<file path="src/rtl/sign_compress_tx_pkg.sv">
// Shared constants for the sign-compressing byte transmitter and its receiver-side checker.
package sign_compress_tx_pkg;

  localparam int WORD_W_DEF = 16;
  localparam int BYTE_W_DEF = 8;
  localparam int CNT_W_DEF  = 16;

  typedef enum logic [1:0] {
    ST_IDLE    = 2'd0,
    ST_SHORT   = 2'd1,
    ST_LONG_LO = 2'd2,
    ST_LONG_HI = 2'd3
  } state_e;

endpackage

</file>
<file path="src/rtl/sign_compressible.sv">
// A word is compressible when its upper byte is the sign replication of the lower byte's MSB.
module sign_compressible
  import sign_compress_tx_pkg::*;
#(
  parameter int BYTE_W = BYTE_W_DEF
) (
  input  logic [2*BYTE_W-1:0] word,
  output logic                compressible
);

  assign compressible = (word[2*BYTE_W-1:BYTE_W] == {BYTE_W{word[BYTE_W-1]}});

endmodule

</file>
<file path="src/rtl/sign_compress_tx.sv">
// 16-bit word to 8-bit byte stream: sign-redundant words go out as one short byte, others as lo/hi.
// Optional frame counters under SIGN_COMPRESS_STATS_EN; otherwise short_cnt/long_cnt read 0.
module sign_compress_tx
  import sign_compress_tx_pkg::*;
#(
  parameter int WORD_W = WORD_W_DEF,
  parameter int BYTE_W = BYTE_W_DEF,
  parameter int CNT_W  = CNT_W_DEF
) (
  input  logic              clk,
  input  logic              rst_n,
  input  logic [WORD_W-1:0] in_word,
  input  logic              in_valid,
  output logic              in_ready,
  output logic [BYTE_W-1:0] out_byte,
  output logic              out_short,
  output logic              out_last,
  output logic              out_valid,
  input  logic              out_ready,
  output logic [CNT_W-1:0]  short_cnt,
  output logic [CNT_W-1:0]  long_cnt
);

  state_e              state_q, state_d;
  logic [WORD_W-1:0]   hold_q, hold_d;
  logic [BYTE_W-1:0]   out_byte_q, out_byte_d;
  logic                out_short_q, out_short_d;
  logic                out_last_q, out_last_d;
  logic                out_valid_q, out_valid_d;
  logic                in_compressible;
  logic                accept;

  sign_compressible #(
    .BYTE_W (BYTE_W)
  ) u_check (
    .word         (in_word),
    .compressible (in_compressible)
  );

  // A new word may enter only when nothing is pending or the last byte leaves this cycle.
  assign in_ready = rst_n & ((state_q == ST_IDLE) | (out_valid_q & out_last_q & out_ready));
  assign accept   = in_valid & in_ready;

  always_comb begin
    state_d     = state_q;
    hold_d      = hold_q;
    out_byte_d  = out_byte_q;
    out_short_d = out_short_q;
    out_last_d  = out_last_q;
    out_valid_d = out_valid_q;

    if (state_q == ST_LONG_LO) begin
      if (out_ready) begin
        state_d    = ST_LONG_HI;
        out_byte_d = hold_q[WORD_W-1:BYTE_W];
        out_last_d = 1'b1;
      end
    end else if (accept) begin
      state_d     = in_compressible ? ST_SHORT : ST_LONG_LO;
      hold_d      = in_word;
      out_byte_d  = in_word[BYTE_W-1:0];
      out_short_d = in_compressible;
      out_last_d  = in_compressible;
      out_valid_d = 1'b1;
    end else if (out_ready && state_q != ST_IDLE) begin
      state_d     = ST_IDLE;
      out_valid_d = 1'b0;
    end
  end

  always_ff @(posedge clk) begin
    if (!rst_n) begin
      state_q     <= ST_IDLE;
      hold_q      <= '0;
      out_byte_q  <= '0;
      out_short_q <= 1'b0;
      out_last_q  <= 1'b0;
      out_valid_q <= 1'b0;
    end else begin
      state_q     <= state_d;
      hold_q      <= hold_d;
      out_byte_q  <= out_byte_d;
      out_short_q <= out_short_d;
      out_last_q  <= out_last_d;
      out_valid_q <= out_valid_d;
    end
  end

  assign out_byte  = out_byte_q;
  assign out_short = out_short_q;
  assign out_last  = out_last_q;
  assign out_valid = out_valid_q;

`ifdef SIGN_COMPRESS_STATS_EN
  logic [CNT_W-1:0] short_cnt_q, short_cnt_d;
  logic [CNT_W-1:0] long_cnt_q, long_cnt_d;

  // Counters saturate rather than wrap so a stuck-high count is visible.
  always_comb begin
    short_cnt_d = short_cnt_q;
    long_cnt_d  = long_cnt_q;
    if (state_q == ST_SHORT && out_ready && short_cnt_q != {CNT_W{1'b1}})
      short_cnt_d = short_cnt_q + CNT_W'(1);
    if (state_q == ST_LONG_HI && out_ready && long_cnt_q != {CNT_W{1'b1}})
      long_cnt_d = long_cnt_q + CNT_W'(1);
  end

  always_ff @(posedge clk) begin
    if (!rst_n) begin
      short_cnt_q <= '0;
      long_cnt_q  <= '0;
    end else begin
      short_cnt_q <= short_cnt_d;
      long_cnt_q  <= long_cnt_d;
    end
  end

  assign short_cnt = short_cnt_q;
  assign long_cnt  = long_cnt_q;
`else
  assign short_cnt = '0;
  assign long_cnt  = '0;
`endif

endmodule
</file>
<file path="config.mk">
export PLATFORM = sky130hd
export DESIGN_NAME = sign_compress_tx
export DESIGN_NICKNAME = d
export VERILOG_FILES = /design/src/rtl/sign_compress_tx_pkg.sv /design/src/rtl/sign_compressible.sv /design/src/rtl/sign_compress_tx.sv
export SDC_FILE = /design/constraint.sdc
export NUM_CORES = 1
export LEC_CHECK = 0
export CAP_MARGIN = 20
export CORE_UTILIZATION = 40
export CTS_CLUSTER_SIZE = 8
export DETAILED_ROUTE_END_ITERATION = 10
export GPL_TIMING_DRIVEN = 0
export HOLD_SLACK_MARGIN = 0.08
export MAX_ROUTING_LAYER = met4
export PLACE_DENSITY = 0.8
export SYNTH_ARGS = -nofsm -noshare
export SYNTH_HDL_FRONTEND = slang
export SYNTH_SLANG_ARGS = --single-unit
</file>
<file path="constraint.sdc">
create_clock -name clk -period 2.3 [get_ports clk]
set_input_delay 0.69 -clock clk [delete_from_list [all_inputs] [get_ports clk]]
set_output_delay 0.69 -clock clk [all_outputs]
set_load 0.02 [all_outputs]
</file>
## Word-level counts from Yosys, hierarchy flattened

Cells that the tools add are included.

- Register bits after elaboration: 29
- Logic and storage cells: 38

- Equal/unequal tests: 3
- Multiplexer cells: 13
- Bitwise operators: 6
- Reduce and logical (&&, ||, !) cells: 10

Operator list:

| cell | count |
|---|---|
| 8-bit two-way mux | 3 |
| 2-bit two-way mux | 5 |
| 8-bit == test | 1 |
| 2-bit AND reduction | 4 |
| 2-bit nonzero test | 3 |
| 1-bit two-way mux | 5 |
| 1-bit bitwise AND | 4 |
| 3-bit nonzero test | 1 |
| 2-bit == test, second input constant | 1 |
| 2-bit zero test | 1 |
| 2-bit inequality test, second input constant | 1 |
| 1-bit logical AND | 1 |
| 1-bit inverter | 1 |
| 1-bit OR | 1 |

## Logic depth before layout (Yosys ltp)

Gate-level depths: netlist (run 1).

- Depth after elaboration: 7
- Gate-level depth with buffers: 6
- Gate-level depth less buffers: 4

## Cells and area by module

A second synthesis (run 1) with hierarchy kept.

- Cells, all modules: 138
- Area total of the unflattened synthesis: 1,191.1 um2

By module, submodules not included:

| module | instances | cells each | area an instance (um2) | sequential area each (um2) |
|---|---|---|---|---|
| sign_compress_tx | 1 | 130 | 1,148.6 | 420.4 |
| sign_compressible | 1 | 8 | 42.5 | 0.0 |

## Least setup slack after synthesis (run 1)

No wires, ideal clock.

- Path type: input port to output port
- Start point: input port rst_n
- End point: output port in_ready
- Data arrival time: 1,208 ps
- Data required time: 1,610 ps
- Path slack: 402 ps
- Cell stages on the path: 2
- Buffers on the path: 1
- Cell sequence: clkbuf_1 > o21a_1

- Longest elaborated chain between the ends: 1

RTL lines:

| what | line | RTL |
|---|---|---|
| start: declaration | sign_compress_tx.sv:11 | `input logic rst_n,` |
| 1-bit bitwise AND | sign_compress_tx.sv:41 | `assign in_ready = rst_n & ((state_q == ST_IDLE) \| (out_valid_q & out_last_q & out_ready));` |
| end: declaration | sign_compress_tx.sv:14 | `output logic in_ready,` |

No other way between the ends.

## Worst setup path after layout (run 1)

Ends and elaborated chain as after synthesis.

==> impl_metrics.csv, run 1 <==
group,metric,value,unit
drt,num_vias,1019,
global_route,grt_pass1_vias,934,
power,powerDensity,541,nW/um2
clocking,h-tree-depth,1,
drt,dr.first_iter.drc_count,16,
drt,routed_wirelength,2.45,mm
logic_synthesis,synth-seq-area-share,33.4,%
die,die_w,58.1,um
timing,hold_viol_final,0,
global_route,grt_use_total,16.0,%
drt,avgViaCountPerCell,4.25,
logic_synthesis,synth.top_cells.by_area,"dfxtp_1, buf_4, mux2i_1",
finish,layout-drive-gt1-share,26.0,%
outcome,status,"completed",
flow_run,cap_violations,0,
finish,final_cells,240,
setup_path,worstSetupEndpointType,"output pin",
clocking,cts.sinks,21,
die,die_height,58.1,um
finish,diodes,0,
logic_synthesis,ys_seq_elements,21,
logic_synthesis,syn_avg_cell_area,9.69,um2
setup_path,slowest_delay,0.27,ns
finish,nNetsFinal,217,
timing,rsz0062_at_grt,"false",
logic_synthesis,synth_cell_types,29,
clocking,clock_path_buffers,2,
setup_path,rrSetupSlack,0.75,ns
clocking,cts_setup_buffers,0,
global_route,grt_overflow_total,0,
placement,dp.cells,236,
timing,clock.fmax,0.456,GHz
setup_path,cp-startpoint,"rst_n",
clocking,cts_tree,"built",
finish,num-fill-cells,263,
timing,finalCritPeriodShare,95.4,%
logic_synthesis,syn-cell-area,1260,um2
clocking,clkLatencyLatePin,0.30,ns
setup_path,start_kind,"input port",
setup_path,critical_path_depth,4,
placement,port-buffer-count,31,
min_path,holdCritPathClass,"flop to flop",
finish,layout_common_cells,"buf_4, conb_1, clkdlybuf4s50_1",
timing,whs,0.498,ns
drt,wire_per_inst,10.2,um
min_path,min_from,"out_valid$_SDFFE_PN0P_",
setup_path,crit_type,"input port to output pin",
die,core-area,3030,um2
placement,place_hpwl,1.91,mm
timing,slew_viol_final,0,
global_route,grt_max_degree,13,
placement,gp_congestion,0.784,
clocking,cts_made_buffers,3,
logic_synthesis,ys_warn_count,0,
drt,drc_errors,0,
setup_path,path_buf_inv,3,
die,die_area,3380,um2
die,initial_core_util,41.6,%
drt,dr.pass1.iters,4,
power,vdd.ir_drop.worst,381,uV
power,leakagePower,0.000884,uW
global_route,antenna_found_initial,0,
setup_path,crit_family,"buffers and inverters",
setup_path,cp_slowest_cell,"clkdlybuf4s15_2",
global_route,grt_pass1_wl,4.10,mm
clocking,clkTransAtPathRegs,0.11,ns
die,placementRows,20,
min_path,whs_path_depth,2,
drt,ant_nets,0,
timing,skew,0.00463,ns
logic_synthesis,yosysTopAreaCellShare,33.4,%
setup_path,r2r-start,"state_q[1]$_SDFFE_PN0P_",
setup_path,critPathRequiredTime,1.61,ns
timing,period_needed,2.19,ns
setup_path,crit_fanout,10,
setup_path,crit_chain,"clkdlybuf4s15_2 > buf_6 > o21a_1 > clkdlybuf4s15_2",
logic_synthesis,synth_top_cell_by_area,"dfxtp_1",
setup_path,crit_path_frequent_cell,"clkdlybuf4s15_2",
timing,setup_violations,0,
setup_path,reg2reg_depth,5,
finish,syn_to_final_growth,41.2,%
die,io_pins,64,
clocking,root_buffer,"clkbuf_4",
setup_path,cp.arrival,1.50,ns
logic_synthesis,netlist_instances,130,
-- worst reg2reg max path: cells and delay by family (launching register included) --
kind,cells,cell delay (ns)
compound gates,3,0.63
flops,1,0.36
buf+inv,1,0.28
simple gates,1,0.19
-- sequential cells by signal, summed over array words and instances (netlist names) --
signal,flops
out_valid,1
out_short,1
state_q,2
out_last,1
out_byte,8
hold_q,8
-- logic make-up (layout without fill, tap and decap cells) --
| group | after synthesis | count (layout) | share of synthesized area (%) |
|---|---|---|---|
| buffers and inverters | 38 | 73 | 22.2 |
| muxes | 16 | 16 | 12.7 |
| DFF | 21 | 21 | 33.4 |
| and+or+nand+nor | 31 | 31 | 16.3 |
| AOI/OAI and AO/OA | 23 | 23 | 15.1 |
| other | 1 | 32 | 0.298 |
-- routing by layer --
| layer | global-route usage (%) | wire (um) | up-vias |
|---|---|---|---|
| met3 | 2.90 | 111 | 2 |
| met1 | 19.7 | 1130 | 451 |
| li1 | - | - | 531 |
| met5 | - | 0 | - |
| met4 | 3.06 | 6 | 0 |
| met2 | 27.6 | 1210 | 35 |
-- through the flow --
stage	setup TNS (ns)	utilization [%]	power [uW]	cell area (um2)	setup WS (ns)
2_1_floorplan	0	-	675	1380	0.402
3_3_place_gp	-2.01	57.5	789	1740	-0.879
3_5_place_dp	-2.32	57.5	793	1740	-0.875
4_1_cts	0	58.8	970	1780	0.0162
5_1_grt	0	58.8	1020	1780	0.0334
6_report	0	58.8	962	1780	0.107
-- final timing paths --
kind	to
worst min-delay path	out_valid$_SDFFE_PN0P_
worst max-delay path	in_ready
worst min register to register	out_valid$_SDFFE_PN0P_
worst max register to register	out_byte[7]$_SDFFE_PN0P_
-- final cells by class --
class,count,area [um2],area share (%)
Multi-Input combinational cell,102,681,38.3
Sequential cell,21,420,23.6
Timing Repair Buffer,31,308,17.3
Buffer,38,288,16.2
Tap cell,44,55.1,3.09
Clock buffer,3,22.5,1.27
Clock inverter,1,5.00,0.281
-- power breakdown --
| part | internal, uW | switching, uW |
|---|---|---|
| Clock | 64.7 | 109 |
| Sequential | 401 | 24.1 |
| Combinational | 182 | 181 |
-- cell usage after synthesis --
master     instances
buf_2              2
dfxtp_1           21
nand2_1            4
clkbuf_1           2
nor2b_1            9
o21ai_0            9
and3_1             1
nor3b_2            1
o2111ai_4          1
nor3_4             1
nand3b_1           1
mux2i_1           16
o311a_1            8
nor2_1             5
o21a_1             1
conb_1             1
a21oi_2            1
nor4_4             1
nand2b_1           1
nand4_1            2
a31o_1             1
or3_1              1
o2bb2ai_1          1
buf_6              2
nor3_1             1
a21oi_1            1
nand3_1            2
or4_4              1
buf_4             32
-- timing repair --
| action | in CTS | in global routing |
|---|---|---|
| pin swaps | 0 | 0 |
| gates resized for setup | 10 | 4 |
| setup endpoints to repair | 1 | 1 |
| hold endpoints to repair | 0 | 0 |
| hold buffers | 0 | 0 |
Note: power is estimated with default switching activity, not from simulation.
==> run 2: changes to the inputs <==
--- a/config.mk
+++ b/config.mk
@@ -8,4 +8,5 @@
 export CAP_MARGIN = 20
 export CORE_UTILIZATION = 40
+export CTS_CLUSTER_DIAMETER = 200
 export CTS_CLUSTER_SIZE = 8
 export DETAILED_ROUTE_END_ITERATION = 10
==> constraint.sdc (replaced) <==
create_clock -name clk -period 2.3 [get_ports clk]
set_input_delay 0.23 -clock clk [delete_from_list [all_inputs] [get_ports clk]]
set_output_delay 0.23 -clock clk [all_outputs]
set_load 0.02 [all_outputs]
==> impl_metrics.csv, run 2 (synthesized netlist as in run 1, its figures left out) <==
group,metric,value,unit
outcome,status,"completed",
finish,layout-drive-gt1-share,24.0,%
timing,rsz0062_at_grt,"false",
finish,num-fill-cells,263,
clocking,h-tree-depth,1,
drt,avgViaCountPerCell,4.25,
power,p_int,648,uW
power,design_power_total,961,uW
global_route,grt_use_met2,27.8,%
clocking,cts.sinks,21,
setup_path,crit_path_frequent_cell,"clkdlybuf4s50_1",
flow_run,cap_violations,0,
setup_path,crit_family,"buffers and inverters",
clocking,cts_setup_buffers,0,
setup_path,r2r-start,"state_q[1]$_SDFFE_PN0P_",
setup_path,crit_type,"input port to output pin",
die,initial_core_util,41.6,%
timing,slew_viol_final,0,
setup_path,path_buf_inv,3,
global_route,gr-usage-met1,19.1,%
power,powerDensity,543,nW/um2
timing,hold_viol_final,0,
global_route,grt_max_degree,13,
finish,multiInputGateArea,676,um2
setup_path,slowest_delay,0.63,ns
placement,place_hpwl,1.91,mm
drt,dr.first_iter.drc_count,21,
placement,gp_congestion,0.784,
global_route,grt_pass1_wl,4.08,mm
setup_path,worstSetupEndpointType,"output pin",
finish,layout_common_cells,"buf_4, conb_1, clkdlybuf4s50_1",
die,die_area,3380,um2
setup_path,start_kind,"input port",
power,p_switching,313,uW
power,vdd.ir_drop.worst,381,uV
clocking,clkTransAtPathRegs,0.11,ns
drt,routed_wirelength,2.44,mm
clocking,cts_tree,"built",
finish,syn_to_final_growth,40.5,%
timing,skew,0.00463,ns
setup_path,cp_slowest_cell,"clkdlybuf4s50_1",
die,placementRows,20,
clocking,clkLatencyLatePin,0.30,ns
global_route,top_usage_layer,"met2",
die,core-area,3030,um2
setup_path,critPathRequiredTime,2.07,ns
timing,setup_violations,0,
power,pwr-share-clk,18.1,%
setup_path,crit_chain,"clkdlybuf4s50_1 > clkbuf_2 > o21a_1 > clkdlybuf4s50_1",
setup_path,cp-startpoint,"rst_n",
die,die_height,58.1,um
drt,wire_per_inst,10.2,um
global_route,grt_overflow_total,0,
power,combPwrFrac,37.7,%
global_route,antenna_found_initial,0,
global_route,gr-usage-met3,2.90,%
min_path,holdCritPathClass,"flop to flop",
clocking,clock_path_buffers,2,
drt,drc_errors,0,
drt,num_vias,1021,
timing,tns,0,ns
timing,finalCritPeriodShare,92.1,%
power,p_seq_share,44.2,%
global_route,grt_use_total,15.9,%
power,switching_share,32.6,%
setup_path,cp.arrival,1.89,ns
clocking,root_buffer,"clkbuf_4",
drt,dr.pass1.iters,4,
placement,port-buffer-count,31,
finish,ff_latch_area,420,um2
timing,period_needed,2.12,ns
timing,clock.fmax,0.472,GHz
drt,ant_nets,0,
finish,nNetsFinal,217,
min_path,min_from,"out_valid$_SDFFE_PN0P_",
clocking,cts_made_buffers,3,
die,die_w,58.1,um
global_route,grt_pass1_vias,935,
setup_path,crit_fanout,10,
finish,diodes,0,
power,leakagePower,0.000883,uW
die,io_pins,64,
## run 2: cell count changes in the layout (fill, tap and decap cells not counted), sizes merged
cell and change:
clkdlybuf4s50 +3, clkdlybuf4s15 -2, buf -1
## run 2: area by class of cell
class	instances	share of cell area [%]
plain buffers	38	15.9
clock buffers	3	1.27
flip-flops and latches	21	23.7
repair buffers	31	17.5
multi-input cells	102	38.2
clock inverters	1	0.283
well taps	44	3.11
## run 2: final timing paths
path | slack [ns] | cells past startpoint | to
min | 0.50 | 2 | out_valid$_SDFFE_PN0P_
max | 0.18 | 4 | in_ready
min reg2reg | 0.50 | 2 | out_valid$_SDFFE_PN0P_
max reg2reg | 0.75 | 5 | out_byte[7]$_SDFFE_PN0P_
## run 2: tightest hold or removal path, delay by kind of cell (launching register included)
kind / cells / cell delay, ns
AND/OR/NAND/NOR: 2 / 0.11
flip-flops: 1 / 0.35
## run 2: what timing repair did
action,CTS,global route
hold buffers,0,0
hold endpoints to repair,0,0
setup endpoints to repair,0,1
gates resized for setup,0,2
## run 2: per-layer routing
layer,wire length (um),vias to the layer above
li1,-,532
met1,1130,452
met2,1190,35
met3,108,2
met4,6,0
met5,0,-
## run 2: per-stage QoR
stage          utilization [%]  area, um2  worst slack (ns)  cells  hold slack (ns)
5_1_grt                   58.5       1770            0.0711    240            0.509
6_report                  58.5       1770             0.181    240            0.495
4_1_cts                   58.4       1770            0.0364    240            0.496
3_5_place_dp              57.5       1740            0.0451    236            0.479
2_1_floorplan                -       1380             0.895    161            0.372
3_3_place_gp              57.5       1740            0.0411    236            0.476
## run 2: power by group through the flow
stage                     combinational (uW)  clock [uW]  sequential, uW
final                                    363         174             425
after global routing                     390         199             430
after CTS                                361         184             425
after detailed placement                 360           0             433
after global placement                   357           0             433
after floorplan                          216           0             459
==> run 3: changes to the inputs <==
CORE_UTILIZATION = 36   (was 40)
PLACE_DENSITY = 0.76   (was 0.8)
clock period = 1.79 ns   (was 2.3 ns; I/O delays follow)
==> impl_metrics.csv, run 3 (synthesized netlist as in run 1, its figures left out) <==
group,metric,value,unit
min_path,holdCritPathClass,"input port to flop",
placement,place_hpwl,1.91,mm
setup_path,cp.arrival,1.42,ns
timing,hold_viol_final,0,
drt,ant_nets,0,
timing,setup_violations,0,
flow_run,cap_violations,0,
clocking,cts_setup_buffers,0,
die,core-area,3340,um2
die,die_w,61.2,um
placement,gp_congestion,0.773,
setup_path,worstSetupEndpointType,"output pin",
finish,layout-drive-gt1-share,23.5,%
drt,routed_wirelength,2.39,mm
clocking,clock_path_buffers,2,
power,p_switching,397,uW
placement,port-buffer-count,31,
drt,wire_per_inst,9.86,um
die,placementRows,21,
die,die_height,61.2,um
drt,drc_errors,0,
finish,num-fill-cells,327,
timing,skew,0.00977,ns
setup_path,cp_slowest_cell,"clkdlybuf4s50_1",
drt,dr.first_iter.drc_count,14,
outcome,status,"completed",
global_route,antenna_found_initial,0,
setup_path,start_kind,"input port",
setup_path,cp-startpoint,"out_ready",
global_route,grt_max_degree,12,
power,leakagePower,0.000884,uW
placement,placed_area,1740,um2
die,io_pins,64,
timing,setup_ws,0.187,ns
timing,period_needed,1.60,ns
finish,layout_common_cells,"buf_4, conb_1, clkdlybuf4s50_1",
timing,slew_viol_final,0,
timing,whs,0.430,ns
timing,finalCritPeriodShare,89.5,%
global_route,grt_pass1_wl,3.77,mm
power,powerDensity,695,nW/um2
clocking,cts_made_buffers,3,
timing,tns,0,ns
setup_path,crit_type,"input port to output pin",
global_route,grt_overflow_total,0,
finish,final_cell_area,1770,um2
die,initial_core_util,37.8,%
timing,clock.fmax,0.624,GHz
clocking,clkTransAtPathRegs,0.12,ns
drt,avgViaCountPerCell,4.23,
finish,syn_to_final_growth,40.6,%
power,combPwrFrac,37.3,%
power,design_power_total,1230,uW
drt,dr.pass1.iters,4,
clocking,h-tree-depth,1,
clocking,cts-resized-gates,4,
setup_path,crit_family,"buffers and inverters",
power,vdd.ir_drop.worst,436,uV
drt,num_vias,1023,
power,p_seq_share,44.4,%
placement,pre_cts_ws,-0.375,ns
setup_path,path_buf_inv,2,
global_route,grt_pass1_vias,866,
power,switching_share,32.3,%
clocking,root_buffer,"clkbuf_4",
setup_path,crit_fanout,5,
clocking,clkLatencyLatePin,0.30,ns
die,die_area,3740,um2
clocking,ctsHoldBuffers,0,
clocking,cts.sinks,21,
setup_path,r2r-start,"state_q[0]$_SDFFE_PN0P_",
setup_path,crit_chain,"clkdlybuf4s50_1 > and3_1 > o21a_1 > dlygate4sd2_1",
finish,diodes,0,
min_path,min_from,"rst_n",
timing,rsz0062_at_grt,"false",
power,pwr-share-clk,18.3,%
finish,nNetsFinal,217,
global_route,grt_use_total,14.1,%
power,p_int,834,uW
setup_path,slowest_delay,0.55,ns
setup_path,critPathRequiredTime,1.61,ns
clocking,cts_tree,"built",
## run 3: changes by cell type in the layout (fill, tap and decap cells not counted)
cell             change
clkinv_2             -1
clkdlybuf4s50_1      -2
clkbuf_1             +1
clkbuf_4             +1
dlygate4sd2_1        +2
clkbuf_2             -1
## run 3: per-stage QoR
stage | utilization, % | std cells
after detailed placement | 52.3 | 238
after global placement | 52.3 | 238
after CTS | 53.1 | 242
after global routing | 53.1 | 242
final | 53.1 | 242
after floorplan | - | 161
## run 3: layout make-up
class                   instances  area (um2)  share of cell area (%)
multi-input cells             102         676                    38.1
flip-flops and latches         21         420                    23.7
well taps                      46        57.6                    3.25
clock buffers                   4        26.3                    1.48
plain buffers                  38         284                    16.0
repair buffers                 31         308                    17.4
## run 3: worst paths after layout
check / endpoint / slack, ns / cells after the start
max: in_ready / 0.19 / 4
min: out_short$_SDFFE_PN0P_ / 0.43 / 2
max reg2reg: out_short$_SDFFE_PN0P_ / 0.27 / 6
min reg2reg: out_valid$_SDFFE_PN0P_ / 0.51 / 2
## run 3: power groups by stage
stage          registers, uW  clock network (uW)  logic, uW
2_1_floorplan            590                   0        277
3_3_place_gp             556                   0        459
3_5_place_dp             557                   0        461
4_1_cts                  547                 233        460
5_1_grt                  553                 261        502
6_report                 546                 226        459
## run 3: layer usage
metal	share of wire (%)	GRT usage (%)	routed length [um]	vias to the layer above
met5	0	-	0	-
met4	0.34	1.95	8	0
met3	7.1	3.78	170	2
met2	48	23.8	1140	43
met1	45	17.3	1070	447
li1	-	-	-	531
